===== config.mk =====
export PLATFORM = sky130hd
export DESIGN_NAME = vdp_cpu_port
export DESIGN_NICKNAME = d
export VERILOG_FILES = /design/src/rtl/vdp_pkg.sv /design/src/rtl/vdp_prefetch.sv /design/src/rtl/vdp_cpu_port.sv
export SDC_FILE = /design/constraint.sdc
export NUM_CORES = 1
export LEC_CHECK = 0
export BUFFER_PORTS_ARGS = -buffer_cell sky130_fd_sc_hd__buf_2
export CAP_MARGIN = 20
export CORE_MARGIN = 2
export CORE_UTILIZATION = 30
export CTS_CLUSTER_SIZE = 24
export DETAILED_ROUTE_END_ITERATION = 16
export GPL_ROUTABILITY_DRIVEN = 0
export PLACE_DENSITY = 0.53
export SYNTH_ARGS = -nofsm -noshare
export SYNTH_HDL_FRONTEND = slang
export SYNTH_HIERARCHICAL = 1
export SYNTH_SLANG_ARGS = --single-unit
export TNS_END_PERCENT = 100

===== constraint.sdc =====
create_clock -name clk -period 4.45 [get_ports clk]
set_input_delay 0.89 -clock clk [delete_from_list [all_inputs] [get_ports clk]]
set_output_delay 0.89 -clock clk [all_outputs]
set_load 0.02 [all_outputs]

===== src/rtl/vdp_pkg.sv =====
// vdp_pkg: shared constants for the VDP CPU port.
//   - Control second-byte field positions (register write, write setup).
//   - Status byte frame-flag position and the reg1 interrupt-enable bit.
//   - Default parameter values and the address-setup helper.
package vdp_pkg;

    localparam int unsigned CTRL_REG_BIT    = 7;  // 1xxx_rrrr: register write
    localparam int unsigned CTRL_WSETUP_BIT = 6;  // 01aa_aaaa: write setup, 00: read setup
    localparam int unsigned FRAME_BIT       = 7;  // frame flag position in status byte
    localparam int unsigned IRQ_EN_BIT      = 5;  // reg1 frame-interrupt enable
    localparam int unsigned DEF_NUM_REGS    = 8;
    localparam int unsigned DEF_VRAM_AW     = 14;
    localparam int unsigned SETUP_AW        = 14;

    // Full 14-bit setup address: six bits from the second byte above the latched first byte.
    function automatic logic [SETUP_AW-1:0] setup_addr(input logic [7:0] hi, input logic [7:0] lo);
        return {hi[5:0], lo};
    endfunction

endpackage


===== src/rtl/vdp_prefetch.sv =====
// vdp_prefetch: VRAM read-request handshake.
//   clk, reset_n   : clock, asynchronous active-low reset
//   start          : begin a prefetch at start_addr (only asserted while idle)
//   start_addr     : address to fetch
//   req, req_addr  : request and its address, held until ack
//   ack            : read complete
//   done           : one-cycle pulse in the ack cycle of an outstanding request
module vdp_prefetch
    import vdp_pkg::*;
#(
    parameter int unsigned VRAM_AW = DEF_VRAM_AW
) (
    input  logic               clk,
    input  logic               reset_n,
    input  logic               start,
    input  logic [VRAM_AW-1:0] start_addr,
    output logic               req,
    output logic [VRAM_AW-1:0] req_addr,
    input  logic               ack,
    output logic               done
);

    // An ack with no request outstanding (e.g. after reset) is ignored.
    assign done = req & ack;

    always_ff @(posedge clk or negedge reset_n) begin
        if (!reset_n) begin
            req      <= 1'b0;
            req_addr <= '0;
        end else if (done) begin
            req <= 1'b0;
        end else if (start) begin
            req      <= 1'b1;
            req_addr <= start_addr;
        end
    end

endmodule


===== src/rtl/vdp_cpu_port.sv =====
// vdp_cpu_port: TMS9918-style CPU port (data/control port pair).
//   clk, reset_n             : clock, asynchronous active-low reset
//   cpu_wr, cpu_rd, cpu_mode : CPU strobes and port select (0 data, 1 control)
//   cpu_din, cpu_dout        : CPU write data, registered CPU read data
//   cpu_wait                 : high while a VRAM prefetch is outstanding
//   regs                     : flattened register file, reg n at [8n+7:8n]
//   vram_*                   : VRAM write pulse and read request/ack handshake
//   vblank, status_in        : end-of-frame pulse, live status bits 6:0
//   int_n                    : active-low frame interrupt
// Build option: define VDP_IRQ_EN to drive int_n from frame_flag and reg1 bit 5;
// otherwise int_n is tied high.
module vdp_cpu_port
    import vdp_pkg::*;
#(
    parameter int unsigned NUM_REGS = DEF_NUM_REGS,
    parameter int unsigned VRAM_AW  = DEF_VRAM_AW
) (
    input  logic                  clk,
    input  logic                  reset_n,
    input  logic                  cpu_wr,
    input  logic                  cpu_rd,
    input  logic                  cpu_mode,
    input  logic [7:0]            cpu_din,
    output logic [7:0]            cpu_dout,
    output logic                  cpu_wait,
    output logic [NUM_REGS*8-1:0] regs,
    output logic [VRAM_AW-1:0]    vram_addr,
    output logic [7:0]            vram_wdata,
    output logic                  vram_we,
    output logic                  vram_rd_req,
    input  logic                  vram_rd_ack,
    input  logic [7:0]            vram_rdata,
    input  logic                  vblank,
    input  logic [6:0]            status_in,
    output logic                  int_n
);

    logic [7:0]          reg_file [NUM_REGS];
    logic [VRAM_AW-1:0]  addr, wr_addr, pf_addr, pf_start_addr;
    logic [7:0]          ctrl_latch, read_buf;
    logic                first_flag, frame_flag, frame_d;
    logic                pf_req, pf_done, pf_start;
    logic                wr_ok, rd_ok, reg_wr;
    logic [SETUP_AW-1:0] setup_full;
    logic [3:0]          reg_sel;

    // All CPU strobes are dropped while a prefetch is outstanding; write wins over read.
    assign cpu_wait    = pf_req;
    assign vram_rd_req = pf_req;
    assign wr_ok       = cpu_wr & ~pf_req;
    assign rd_ok       = cpu_rd & ~cpu_wr & ~pf_req;
    assign setup_full  = setup_addr(cpu_din, ctrl_latch);
    assign reg_sel     = cpu_din[3:0];
    assign reg_wr      = wr_ok & cpu_mode & first_flag & cpu_din[CTRL_REG_BIT];
    assign vram_addr   = pf_req ? pf_addr : wr_addr;

    for (genvar i = 0; i < NUM_REGS; i++) begin : g_regs
        assign regs[8*i +: 8] = reg_file[i];
    end

    always_comb begin
        pf_start      = 1'b0;
        pf_start_addr = addr;
        if (wr_ok && cpu_mode && first_flag && !cpu_din[CTRL_REG_BIT]
            && !cpu_din[CTRL_WSETUP_BIT]) begin
            pf_start      = 1'b1;
            pf_start_addr = setup_full[VRAM_AW-1:0];
        end else if (rd_ok && !cpu_mode) begin
            pf_start = 1'b1;
        end
    end

    // vblank has priority so a coincident status read leaves the flag set.
    always_comb begin
        frame_d = frame_flag;
        if (rd_ok && cpu_mode) frame_d = 1'b0;
        if (vblank) frame_d = 1'b1;
    end

    vdp_prefetch #(
        .VRAM_AW(VRAM_AW)
    ) u_prefetch (
        .clk        (clk),
        .reset_n    (reset_n),
        .start      (pf_start),
        .start_addr (pf_start_addr),
        .req        (pf_req),
        .req_addr   (pf_addr),
        .ack        (vram_rd_ack),
        .done       (pf_done)
    );

    always_ff @(posedge clk or negedge reset_n) begin
        if (!reset_n) begin
            for (int i = 0; i < NUM_REGS; i++) reg_file[i] <= 8'h00;
            addr       <= '0;
            wr_addr    <= '0;
            ctrl_latch <= 8'h00;
            read_buf   <= 8'h00;
            first_flag <= 1'b0;
            frame_flag <= 1'b0;
            cpu_dout   <= 8'h00;
            vram_we    <= 1'b0;
            vram_wdata <= 8'h00;
        end else begin
            vram_we    <= 1'b0;
            frame_flag <= frame_d;
            if (pf_done) begin
                read_buf <= vram_rdata;
                addr     <= addr + VRAM_AW'(1);
            end
            if (wr_ok) begin
                if (cpu_mode) begin
                    if (!first_flag) begin
                        ctrl_latch <= cpu_din;
                        first_flag <= 1'b1;
                    end else begin
                        first_flag <= 1'b0;
                        if (cpu_din[CTRL_REG_BIT]) begin
                            // Register numbers beyond NUM_REGS match no entry and are dropped.
                            for (int i = 0; i < NUM_REGS; i++) begin
                                if (reg_sel == 4'(i)) reg_file[i] <= ctrl_latch;
                            end
                        end else begin
                            addr <= setup_full[VRAM_AW-1:0];
                        end
                    end
                end else begin
                    vram_we    <= 1'b1;
                    wr_addr    <= addr;
                    vram_wdata <= cpu_din;
                    read_buf   <= cpu_din;
                    addr       <= addr + VRAM_AW'(1);
                    first_flag <= 1'b0;
                end
            end else if (rd_ok) begin
                first_flag <= 1'b0;
                if (cpu_mode) begin
                    cpu_dout[FRAME_BIT]     <= frame_flag;
                    cpu_dout[FRAME_BIT-1:0] <= status_in;
                end else begin
                    cpu_dout <= read_buf;
                end
            end
        end
    end

`ifdef VDP_IRQ_EN
    logic [7:0] reg1_d;

    // Interrupt is computed from next-state values so it tracks frame_flag without lag.
    always_comb begin
        reg1_d = reg_file[1];
        if (reg_wr && reg_sel == 4'd1) reg1_d = ctrl_latch;
    end

    always_ff @(posedge clk or negedge reset_n) begin
        if (!reset_n) begin
            int_n <= 1'b1;
        end else begin
            int_n <= ~(frame_d & reg1_d[IRQ_EN_BIT]);
        end
    end
`else
    assign int_n = 1'b1;
`endif

endmodule


---- Yosys cells after proc, flatten, opt, wreduce, memory -nomap -nowiden ----
Index checks and enable logic that the tools add are counted.
storage, ports and cells
  register bits ........................... 142
  logic and storage cells ................. 85
  input port bits ......................... 30
  output and inout bits ................... 98
operators by class
  bitwise gates (word level) .............. 10
  muxes and demuxes ....................... 23
  reduce and logical (&&, ||, !) cells .... 25
  eq/ne operators ......................... 7
  $add $sub $neg .......................... 1
operators with widths
  kind                     number
  $mux W14                 7
  $reduce_and A5 Y1        8
  $mux W8                  4
  $eq A4 B3 Y1 const B     4
  $add A14 B1 Y14 const B  1
  $mux W1                  12
  $eq A4 B2 Y1 const B     2
  $logic_and A1 B1 Y1      6
  $not A1 Y1               6
  $reduce_and A2 Y1        3
  $reduce_bool A2 Y1       3
  $and A1 B1 Y1            4
  $eq A4 B1 Y1 const B     1
  $logic_not A4 Y1         1
  $logic_not A1 Y1         3
  $reduce_and A3 Y1        1

---- Logic depth before layout (Yosys ltp) ----
Gate-level depths: netlist (run 1).
  depth after elaboration ................. 9
  mapped depth ............................ 9
  mapped depth without buffers ............ 6

---- By module ----
The synthesis (run 1) kept the hierarchy.
modules (own cells, without submodules)
  module        area an instance (µm²)  seq. area each (µm²)  cells each  times used
  vdp_cpu_port  5858.1                  3178.0                509         1
  vdp_prefetch  630.6                   375.4                 34          1

---- Worst setup path after synthesis (run 1) ----
No wires, ideal clock.
  kind .................................... input to register
  start ................................... input port cpu_mode
  end ..................................... register u_prefetch.req_addr[10]
  stages .................................. 7
  library setup time ...................... 125 ps
  data required time ...................... 4325 ps
  arrival time ............................ 2348 ps
  path slack .............................. 1978 ps
  path through ............................ and3b_1 > clkbuf_2 > nand2_1 > nor2_2 > buf_4 > mux2_2 > mux2_2
on the way
  elaborated cells on any way between the ends .. 10
RTL lines
  item                              RTL line            RTL
  start, declared                   vdp_cpu_port.sv:22  input logic cpu_mode,
  $logic_and A1 B1 Y1 (3 in a row)  vdp_cpu_port.sv:64  if (wr_ok && cpu_mode && first_flag && !cpu_din[CTRL_REG_BIT]
  $logic_and A1 B1 Y1               vdp_cpu_port.sv:65  && !cpu_din[CTRL_WSETUP_BIT]) begin
  $mux W14                          vdp_cpu_port.sv:64
  via pf_start_addr[10]             vdp_cpu_port.sv:39  logic [VRAM_AW-1:0] addr, wr_addr, pf_addr, pf_start_addr;
  end signal, assigned              vdp_prefetch.sv:34  req_addr <= start_addr;
  end, declared                     vdp_prefetch.sv:18  output logic [VRAM_AW-1:0] req_addr,
The timed path passes the listed nets, and every way through them passes these cells.
A chain may end at the register's enable or synchronous reset.

---- Worst setup path after layout (run 1) ----
  start ................................... register u_prefetch.req
  end ..................................... register u_prefetch.req_addr[10]
on the way
  longest elaborated chain between the ends .. 8
  elaborated cells on any way between the ends .. 14
RTL lines
  item                                  RTL line                                RTL
  start, declared                       vdp_prefetch.sv:17                      output logic req,
  start signal, assigned                vdp_prefetch.sv:28                      req <= 1'b0;
  start signal, assigned                vdp_prefetch.sv:31                      req <= 1'b0;
  start signal, assigned                vdp_prefetch.sv:33                      req <= 1'b1;
  $not A1 Y1 *                          vdp_cpu_port.sv:50, vdp_cpu_port.sv:51
  $and A1 B1 Y1                         vdp_cpu_port.sv:50                      assign wr_ok = cpu_wr & ~pf_req;
  $logic_and A1 B1 Y1 (3 in a row)      vdp_cpu_port.sv:64
  $logic_and A1 B1 Y1                   vdp_cpu_port.sv:65
  $mux W1 *                             vdp_cpu_port.sv:64
  via pf_start                          vdp_cpu_port.sv:42                      logic pf_req, pf_done, pf_start;
  $reduce_and A2 Y1 (no source line) *  n/a
The timed path passes the listed nets; every way through them passes the cells marked *.

==> Implementation_results.wiki, run 1 <==
{| class="wikitable"
! Metric !! Value
|-
| Run status || finished clean
|-
| Remaining max-slew budget at the tightest pin || 28.05%
|-
| Classification of the worst setup path || flip-flop to flip-flop
|-
| Sum Neg Setup Slack || 0 ps
|-
| Post-Place Cells || 911
|-
| Number of H-tree levels || 4
|-
| Fraction of registers with async set/reset || between 90% and 100%
|-
| Critical-path top delay cell || sky130_fd_sc_hd__dfrtp_1
|-
| Path type of the worst min-delay path || primary input to asynchronous set/reset pin
|-
| Critical path arrival || 3300 ps
|-
| Total leakage power || about 4.0 nW
|-
| Overall via count from detail_route || 4647
|-
| Layout-stage area growth over the synthesis result || 22.64%
|-
| RSZ-0062 raised after global routing || no
|-
| Element type at the critical path start || flip-flop
|-
| Number of nets with antenna violations after routing || 0
|-
| GR Util All Layers || 16.24%
|-
| First-pass GRT wire length || roughly 28000 um
|-
| Clk_skew || 9.559 ps
|-
| Antenna Diode Count || 0
|-
| Number of global-route vias before repair || 4897
|-
| CTS Hold Buffers Added || 0
|-
| Detailed-route wire length per cell || about 19 um
|-
| Cells after Synth || between 500 and 600
|-
| Most area-consuming cells after synthesis || sky130_fd_sc_hd__dfrtp_1 (55%), sky130_fd_sc_hd__mux2_2 (18%), sky130_fd_sc_hd__nand2_1 (4.8%)
|-
| Critical path, cell by cell || and3b_1 > nand2_1 > o22ai_1 > a21boi_4 > mux2_2
|-
| Clock Pin Slew Worst Setup and Hold Paths || about 60 ps
|-
| Initial core utilization || 30.67%
|-
| Maximum number of pins on one net before global-route repair || 116
|-
| Critical path's largest stage delay || ~780 ps
|-
| Largest area contributor in the synthesized netlist || sky130_fd_sc_hd__dfrtp_1
|-
| Die height || 151.1 um
|-
| Remaining design rule violation count || 0
|-
| Total congestion overflow after global routing || 0
|-
| I/O pin count || 128
|-
| Average via count per standard cell || a little under 5
|-
| Worst Path Required || 4750 ps
|-
| Clock latency of the later-clocked register in the worst-skew pair || between 400 and 500 ps
|-
| Die ar. || 0.02282 mm2
|-
| EDFF count, synth || 0
|-
| Detailed-route wire length || 17590 um
|-
| Number of iterations in the first detailed-routing pass || 4
|-
| Maximum clock path buffer count || 2
|-
| Resized cells post-CTS || 0
|-
| Post-CTS setup buffer count || 0
|-
| Row cnt || 53
|-
| Seq/Total Area, Yosys || 54.76%
|-
| HPWL Detailed || 12000 um
|-
| Number of nets in the layout || 687
|-
| Synthesized netlist net count || 574
|-
| Number of warning messages in the yosys log || 6
|-
| Netlist cell types || just over 50
|-
| PD cells || roughly 550 mW/mm2
|-
| Post-Synthesis Cell Area || 0.006489 mm2
|-
| Initial antenna violation count || 0
|-
| Core footprint || 0.02115 mm2
|-
| Max Transition Viols Final || 0
|-
| Clock buffers created by TritonCTS || 17
|-
| Die Wd || 151.1 um
|-
| Maxcap violations || 0
|-
| Clk sink count || between 100 and 150
|-
| IO buf count || around 130
|-
| Top flip-flop cell by instance count after synthesis || sky130_fd_sc_hd__dfrtp_1
|-
| Worst IR Drop VDD || 0.0002604 V
|-
| Endpoint class of the critical path || flip-flop
|-
| Final setup violation count || 0
|-
| Starting DRT DRC Count || between 300 and 400
|-
| Clock tree from TritonCTS || yes
|-
| Library cell used as clock root buffer || sky130_fd_sc_hd__clkbuf_16
|-
| Non-filler instance count after layout || 942
|-
| Final critical-path required period || roughly 3000 ps
|-
| Fraction of layout cells with a size suffix above 1 || 42.28%
|-
| Max Fclk || 333.2 MHz
|-
| Fraction of post-synthesis cell area in the top cell type by area || 54.76%
|-
| Final period util || 67.44%
|-
| Worst-case hold slack || around 320 ps
|-
| Number of synthesized register bits || 142
|-
| Avg Cell Area, Syn || 11.95 um2
|-
| Transition at the pin with the smallest max-transition slack || approximately 1100 ps
|-
| Top fanout value on the critical path || 24
|-
| Count of endpoints failing hold in the final timing report || 0
|-
| Filler cell count in the final layout || 2089
|}
state kept, by name (all words and copies together) (netlist names):
| name | count |
|---|---|
| vram_wdata | 8 |
| wr_addr | 14 |
| addr | 14 |
| frame_flag | 1 |
| u_prefetch/req_addr | 14 |
| read_buf | 8 |
| cpu_dout | 8 |
| vram_we | 1 |
| regs | 64 |
| u_prefetch/req | 1 |
| first_flag | 1 |
| ctrl_latch | 8 |
where the power goes:
| part | internal, W | total (W) | switching, W | leakage [nW] |
|---|---|---|---|---|
| clock network | 0.000974 | 0.00149 | 0.000514 | 0.303 |
| logic | 0.000464 | 0.000989 | 0.000525 | 1.83 |
| registers | 0.00157 | 0.00192 | 0.000353 | 1.82 |
| total | 0.00301 | 0.00440 | 0.00139 | 3.95 |
per-stage QoR:
step / total power (W) / worst slack (ps) / util, % / cell area [um2]
after floorplan: 0.002532 / 1978 / - / 6489
after detailed placement: 0.002946 / 1054 / 34.59 / 7317
after global routing: 0.004659 / 1229 / 37.62 / 7958
after global placement: 0.002920 / 1151 / 34.59 / 7317
final: 0.004399 / 1449 / 37.62 / 7958
after CTS: 0.004460 / 1456 / 37.49 / 7930
synthesized netlist by cell type, types with 4 or more instances:
cell                       instances
sky130_fd_sc_hd__a211oi_1          4
sky130_fd_sc_hd__a21oi_1          18
sky130_fd_sc_hd__a31oi_1           4
sky130_fd_sc_hd__and3_1            4
sky130_fd_sc_hd__buf_4             4
sky130_fd_sc_hd__clkbuf_1         26
sky130_fd_sc_hd__dfrtp_1         142
sky130_fd_sc_hd__inv_1             4
sky130_fd_sc_hd__mux2_2          104
sky130_fd_sc_hd__mux2_4           10
sky130_fd_sc_hd__mux2i_1          18
sky130_fd_sc_hd__nand2_1          83
sky130_fd_sc_hd__nand2b_1          5
sky130_fd_sc_hd__nand3_1          13
sky130_fd_sc_hd__nand4_1           5
sky130_fd_sc_hd__nor2_1           24
sky130_fd_sc_hd__nor3_1            4
sky130_fd_sc_hd__o21ai_0          16
sky130_fd_sc_hd__o22ai_1           4
sky130_fd_sc_hd__xor2_1            6
cells in the final DEF, fill, tap and decap left out, types with 2 or more instances in the layout:
master                        n
sky130_fd_sc_hd__clkbuf_1     3
sky130_fd_sc_hd__a31oi_1      4
sky130_fd_sc_hd__nor3_1       4
sky130_fd_sc_hd__nor2b_1      3
sky130_fd_sc_hd__and3_1       4
sky130_fd_sc_hd__dfrtp_1    142
sky130_fd_sc_hd__o22ai_1      4
sky130_fd_sc_hd__xor2_1       6
sky130_fd_sc_hd__o32ai_1      2
sky130_fd_sc_hd__bufinv_16    4
sky130_fd_sc_hd__a41oi_1      2
sky130_fd_sc_hd__mux2_4      10
sky130_fd_sc_hd__clkbuf_16   17
sky130_fd_sc_hd__clkinv_2     3
sky130_fd_sc_hd__mux2_2     104
sky130_fd_sc_hd__nand2b_1     5
sky130_fd_sc_hd__nand4_1      5
sky130_fd_sc_hd__o221ai_1     3
sky130_fd_sc_hd__a21oi_1     18
sky130_fd_sc_hd__clkbuf_8     3
sky130_fd_sc_hd__nor3b_2      2
sky130_fd_sc_hd__a21o_1       2
sky130_fd_sc_hd__nor2_1      24
sky130_fd_sc_hd__buf_4        3
sky130_fd_sc_hd__nand3b_1     2
sky130_fd_sc_hd__o31ai_1      2
sky130_fd_sc_hd__inv_1        4
sky130_fd_sc_hd__nand3_1     13
sky130_fd_sc_hd__mux2i_1     18
sky130_fd_sc_hd__xnor2_1      3
sky130_fd_sc_hd__buf_2      125
sky130_fd_sc_hd__a211oi_1     4
sky130_fd_sc_hd__o21ai_0     16
sky130_fd_sc_hd__nand2_1     83
critical path, delay by kind of cell, from the launching register on:
| family | cells | cell delay, ps |
|---|---|---|
| AO/OA/AOI/OAI | 2 | 910 |
| flip-flops | 1 | 780 |
| AND/OR/NAND/NOR | 2 | 780 |
| multiplexers | 1 | 410 |
cells by family (layout without fill, tap and decap cells):
logic type | count (synthesis) | count (layout) | synth area share, %
DFF | 142 | 142 | 54.76
xor gates and xnor gates | 9 | 9 | 1.215
AOI/OAI and AO/OA | 63 | 63 | 6.209
adders and majority gates | 1 | 1 | 0.1928
muxes | 132 | 132 | 23.14
and+or+nand+nor | 154 | 154 | 11.43
buffers and inverters | 41 | 165 | 2.989
other | 1 | 1 | 0.05779
metal layers:
| layer | part of all wire [%] | track usage (%) |
|---|---|---|
| met1 | 43 | 20.48 |
| met2 | 47 | 26.02 |
| met3 | 8.4 | 6.054 |
| met4 | 1.4 | 4.953 |
| met5 | 0 | 0 |
layout make-up:
class | instances | area (um2) | area share [%]
Sequential cell | 142 | 3553 | 44.65
Clock buffer | 23 | 478.0 | 6.006
Tap cell | 275 | 344.1 | 4.324
Multi-Input combinational cell | 360 | 2741 | 34.45
Clock inverter | 7 | 135.1 | 1.698
Inverter | 5 | 18.77 | 0.2358
Timing Repair Buffer | 130 | 686.9 | 8.632
worst paths after layout:
path / from / end / slack [ps] / cells after the start
max in group asynchronous: reset_n / regs[59]$_DFFE_PN0P_ / 3030 / 3
hold / removal: reset_n / regs[11]$_DFFE_PN0P_ / 320 / 1
setup reg to reg: u_prefetch/req$_DFFE_PN0P_ / u_prefetch/req_addr[10]$_DFFE_PN0P_ / 1450 / 5
min in group clk: wr_addr[3]$_DFFE_PN0P_ / wr_addr[3]$_DFFE_PN0P_ / 470 / 2
hold reg to reg: wr_addr[3]$_DFFE_PN0P_ / wr_addr[3]$_DFFE_PN0P_ / 470 / 2
setup / recovery: u_prefetch/req$_DFFE_PN0P_ / u_prefetch/req_addr[10]$_DFFE_PN0P_ / 1450 / 5
Note: power is estimated with default switching activity, not from simulation.
==> run 2: changes to the inputs <==
--- a/config.mk
+++ b/config.mk
@@ -5,6 +5,7 @@
 export SDC_FILE = /design/constraint.sdc
 export NUM_CORES = 1
 export LEC_CHECK = 0
+export ABC_AREA = 1
 export BUFFER_PORTS_ARGS = -buffer_cell sky130_fd_sc_hd__buf_2
 export CAP_MARGIN = 20
 export CORE_MARGIN = 2
==> constraint.sdc (replaced) <==
create_clock -name clk -period 3 [get_ports clk]
set_input_delay 0.6 -clock clk [delete_from_list [all_inputs] [get_ports clk]]
set_output_delay 0.6 -clock clk [all_outputs]
set_load 0.02 [all_outputs]
==> Implementation_results.wiki, run 2 <==
{| class="wikitable"
! Metric !! Value
|-
| Maxcap violations || 0
|-
| Library cell used as clock root buffer || sky130_fd_sc_hd__clkbuf_16
|-
| Top fanout value on the critical path || 21
|-
| Number of nets in the layout || 938
|-
| Worst Path Required || 2400 ps
|-
| Detailed-route wire length || 19460 um
|-
| Detailed-route wire length per cell || 16.26 um
|-
| Clock tree from TritonCTS || yes
|-
| Element type at the critical path start || flip-flop
|-
| FF+latch area || ~0.0036 mm2
|-
| Top flip-flop cell by instance count after synthesis || sky130_fd_sc_hd__dfrtp_1
|-
| IO buf count || 126
|-
| Number of warning messages in the yosys log || 6
|-
| Synthesized netlist net count || 811
|-
| Leading cell types in the layout, fill and taps excluded || sky130_fd_sc_hd__nand2_1 (306), sky130_fd_sc_hd__dfrtp_1 (142), sky130_fd_sc_hd__o21ai_0 (127)
|-
| Core footprint || 0.02096 mm2
|-
| Run status || finished clean
|-
| RSZ-0062 raised after global routing || no
|-
| Initial core utilization || 30.53%
|-
| Leading cell type in the layout, fill and taps excluded || sky130_fd_sc_hd__nand2_1
|-
| Switch Pwr || 0.003085 W
|-
| Max Transition Viols Final || 0
|-
| Switching power share of the total || between 40% and 50%
|-
| Remaining design rule violation count || 0
|-
| Post-CTS setup buffer count || 0
|-
| Final setup violation count || 0
|-
| Transition at the pin with the smallest max-transition slack || 800.5 ps
|-
| Sum Neg Setup Slack || 0 ps
|-
| Worst IR Drop VDD || between 0.0004 and 0.0005 V
|-
| Total Power Consumption || 0.007590 W
|-
| Clk sink count || 142
|-
| Total congestion overflow after global routing || 0
|-
| Maximum clock path buffer count || 2
|-
| Netlist cell types || 31
|-
| Clock latency of the later-clocked register in the worst-skew pair || 430 ps
|-
| Initial antenna violation count || 2
|-
| Remaining max-slew budget at the tightest pin || 46.44%
|-
| Resized cells post-CTS || 0
|-
| Combinational share of power || between 30 and 40%
|-
| Clock share of power || 27.3%
|-
| Die Wd || 150.0 um
|-
| Endpoint class of the critical path || output pin
|-
| Overall via count from detail_route || ~5.6k
|-
| First-pass GRT wire length || 30750 um
|-
| Starting DRT DRC Count || 354
|-
| Die height || 150.0 um
|-
| Average via count per standard cell || 4.697
|-
| PD cells || 958.2 mW/mm2
|-
| Final period util || 82.92%
|-
| Cells after Synth || 780
|-
| Most area-consuming cells after synthesis || sky130_fd_sc_hd__dfrtp_1 (56%), sky130_fd_sc_hd__nand2_1 (18%), sky130_fd_sc_hd__o21ai_0 (9.9%)
|-
| Die ar. || around 0.023 mm2
|-
| EDFF count, synth || 0
|-
| Number of flip-flops under the largest register name || 64
|-
| Core Util, Final || a little under two fifths
|-
| Fraction of registers with async set/reset || between 90% and 100%
|-
| Path type of the worst min-delay path || primary input to asynchronous set/reset pin
|-
| Layout-stage area growth over the synthesis result || 23.80%
|-
| Filler cell count in the final layout || 2240
|-
| Largest area contributor in the synthesized netlist || sky130_fd_sc_hd__dfrtp_1
|-
| Row cnt || 53
|-
| Number of iterations in the first detailed-routing pass || 5
|-
| Fraction of layout cells with a size suffix above 1 || 20.00%
|-
| Final critical-path required period || about 2500 ps
|-
| Max Fclk || 402.0 MHz
|-
| GR Util All Layers || 18.02%
|-
| Clock buffers created by TritonCTS || 17
|-
| Avg Cell Area, Syn || 8.203 um2
|-
| Number of global-route vias before repair || 5429
|-
| Clk_skew || 8.567 ps
|-
| Number of nets with antenna violations after routing || 0
|-
| Maximum number of pins on one net before global-route repair || 67
|-
| R2R cell count || 9
|-
| Number of H-tree levels || 4
|-
| Area of the multi-input gates || 0.002475 mm2
|-
| HPWL Detailed || 13490 um
|-
| Sequential fraction of design power || 38.4%
|-
| Critical path arrival || approximately 1900 ps
|-
| Count of endpoints failing hold in the final timing report || 0
|-
| Cell-internal power || about 0.0045 W
|-
| Cell with the most instances after synthesis || sky130_fd_sc_hd__nand2_1
|-
| Fraction of post-synthesis cell area in the top cell type by area || 55.53%
|-
| I/O pin count || 128
|-
| Classification of the worst setup path || flip-flop to output pin
|-
| Post-synth top cells || sky130_fd_sc_hd__nand2_1 (306), sky130_fd_sc_hd__dfrtp_1 (142), sky130_fd_sc_hd__o21ai_0 (127), sky130_fd_sc_hd__inv_1 (53), sky130_fd_sc_hd__nand3_1 (46)
|-
| Total leakage power || a little over 4 nW
|-
| Clock Pin Slew Worst Setup and Hold Paths || 60 ps
|-
| Post-Synthesis Cell Area || approximately 0.0064 mm2
|-
| Seq/Total Area, Yosys || 55.53%
|-
| CTS Hold Buffers Added || 0
|-
| Number of synthesized register bits || 142
|}
## run 2: cell types whose count changed after synthesis, sizes merged, moves of 7 or more
cell	before	now
a21oi	18	11
buf	9	19
clkbuf	27	14
inv	5	54
mux2	114	0
mux2i	18	0
nand2	83	310
nand3	13	46
nor2	25	18
o211ai	1	9
o21ai	16	127
## run 2: final cells by class
type	instances	area share (%)
inverters	55	2.606
repair buffers	141	9.619
flip-flops and latches	142	44.86
well taps	275	4.344
clock buffers	20	5.892
clock inverters	12	1.374
multi-input cells	550	31.24
diodes	2	0.06318
## run 2: kinds of logic after synthesis
logic type	synth area share (%)
AOI/OAI and AO/OA	12.96
xor gates and xnor gates	0.4107
adders and majority gates	0.1955
buffers and inverters	5.866
DFF	55.53
other	0.05861
and+or+nand+nor	24.97
## run 2: path summary, 6_finish.rpt
path | from | endpoint | slack (ps)
hold reg to reg | vram_wdata[6]$_DFFE_PN0P_ | vram_wdata[6]$_DFFE_PN0P_ | 470
setup reg to reg | u_prefetch/req$_DFFE_PN0P_ | u_prefetch/req_addr[4]$_DFFE_PN0P_ | 610
min in group clk | vblank | frame_flag$_DFFE_PN0P_ | 360
hold / removal | reset_n | cpu_dout[2]$_DFFE_PN0P_ | 100
setup / recovery | u_prefetch/req$_DFFE_PN0P_ | vram_addr[4] | 510
max in group asynchronous | reset_n | vram_wdata[0]$_DFFE_PN0P_ | 2100
## run 2: power groups by stage
stage / clock network (W) / logic, W / registers (W)
after CTS: 0.00211 / 0.00264 / 0.00291
after floorplan: 0 / 0.00153 / 0.00304
final: 0.00208 / 0.00260 / 0.00291
after global placement: 0 / 0.00260 / 0.00293
after detailed placement: 0 / 0.00263 / 0.00293
after global routing: 0.00221 / 0.00293 / 0.00298
## run 2: metal layers
layer	routed length [um]	global-route usage [%]	vias to the layer above
met4	233	5.236	0
met5	0	0	-
met2	8458	26.42	192
met1	9059	25.28	2617
li1	-	-	2795
met3	1713	6.037	18
## run 2: metrics by stage
step / hold slack (ps) / setup WS [ps] / cell area [um2] / cells
after floorplan: 304.4 / 980.8 / 6399 / 780
final: 101.7 / 512.4 / 7921 / 1197
after detailed placement: 454.7 / 583.7 / 7341 / 1163
after CTS: 108.1 / 475.5 / 7916 / 1195
after global placement: 452.7 / 551.5 / 7341 / 1163
after global routing: 130.5 / 309.9 / 7916 / 1195
## run 2: critical path, cell delays in order (launching register included)
cell,delay (ps)
sky130_fd_sc_hd__dfrtp_1,820
sky130_fd_sc_hd__inv_1,120
sky130_fd_sc_hd__buf_4,220
sky130_fd_sc_hd__nand2_1,80
sky130_fd_sc_hd__nand2_1,60
sky130_fd_sc_hd__buf_2,160
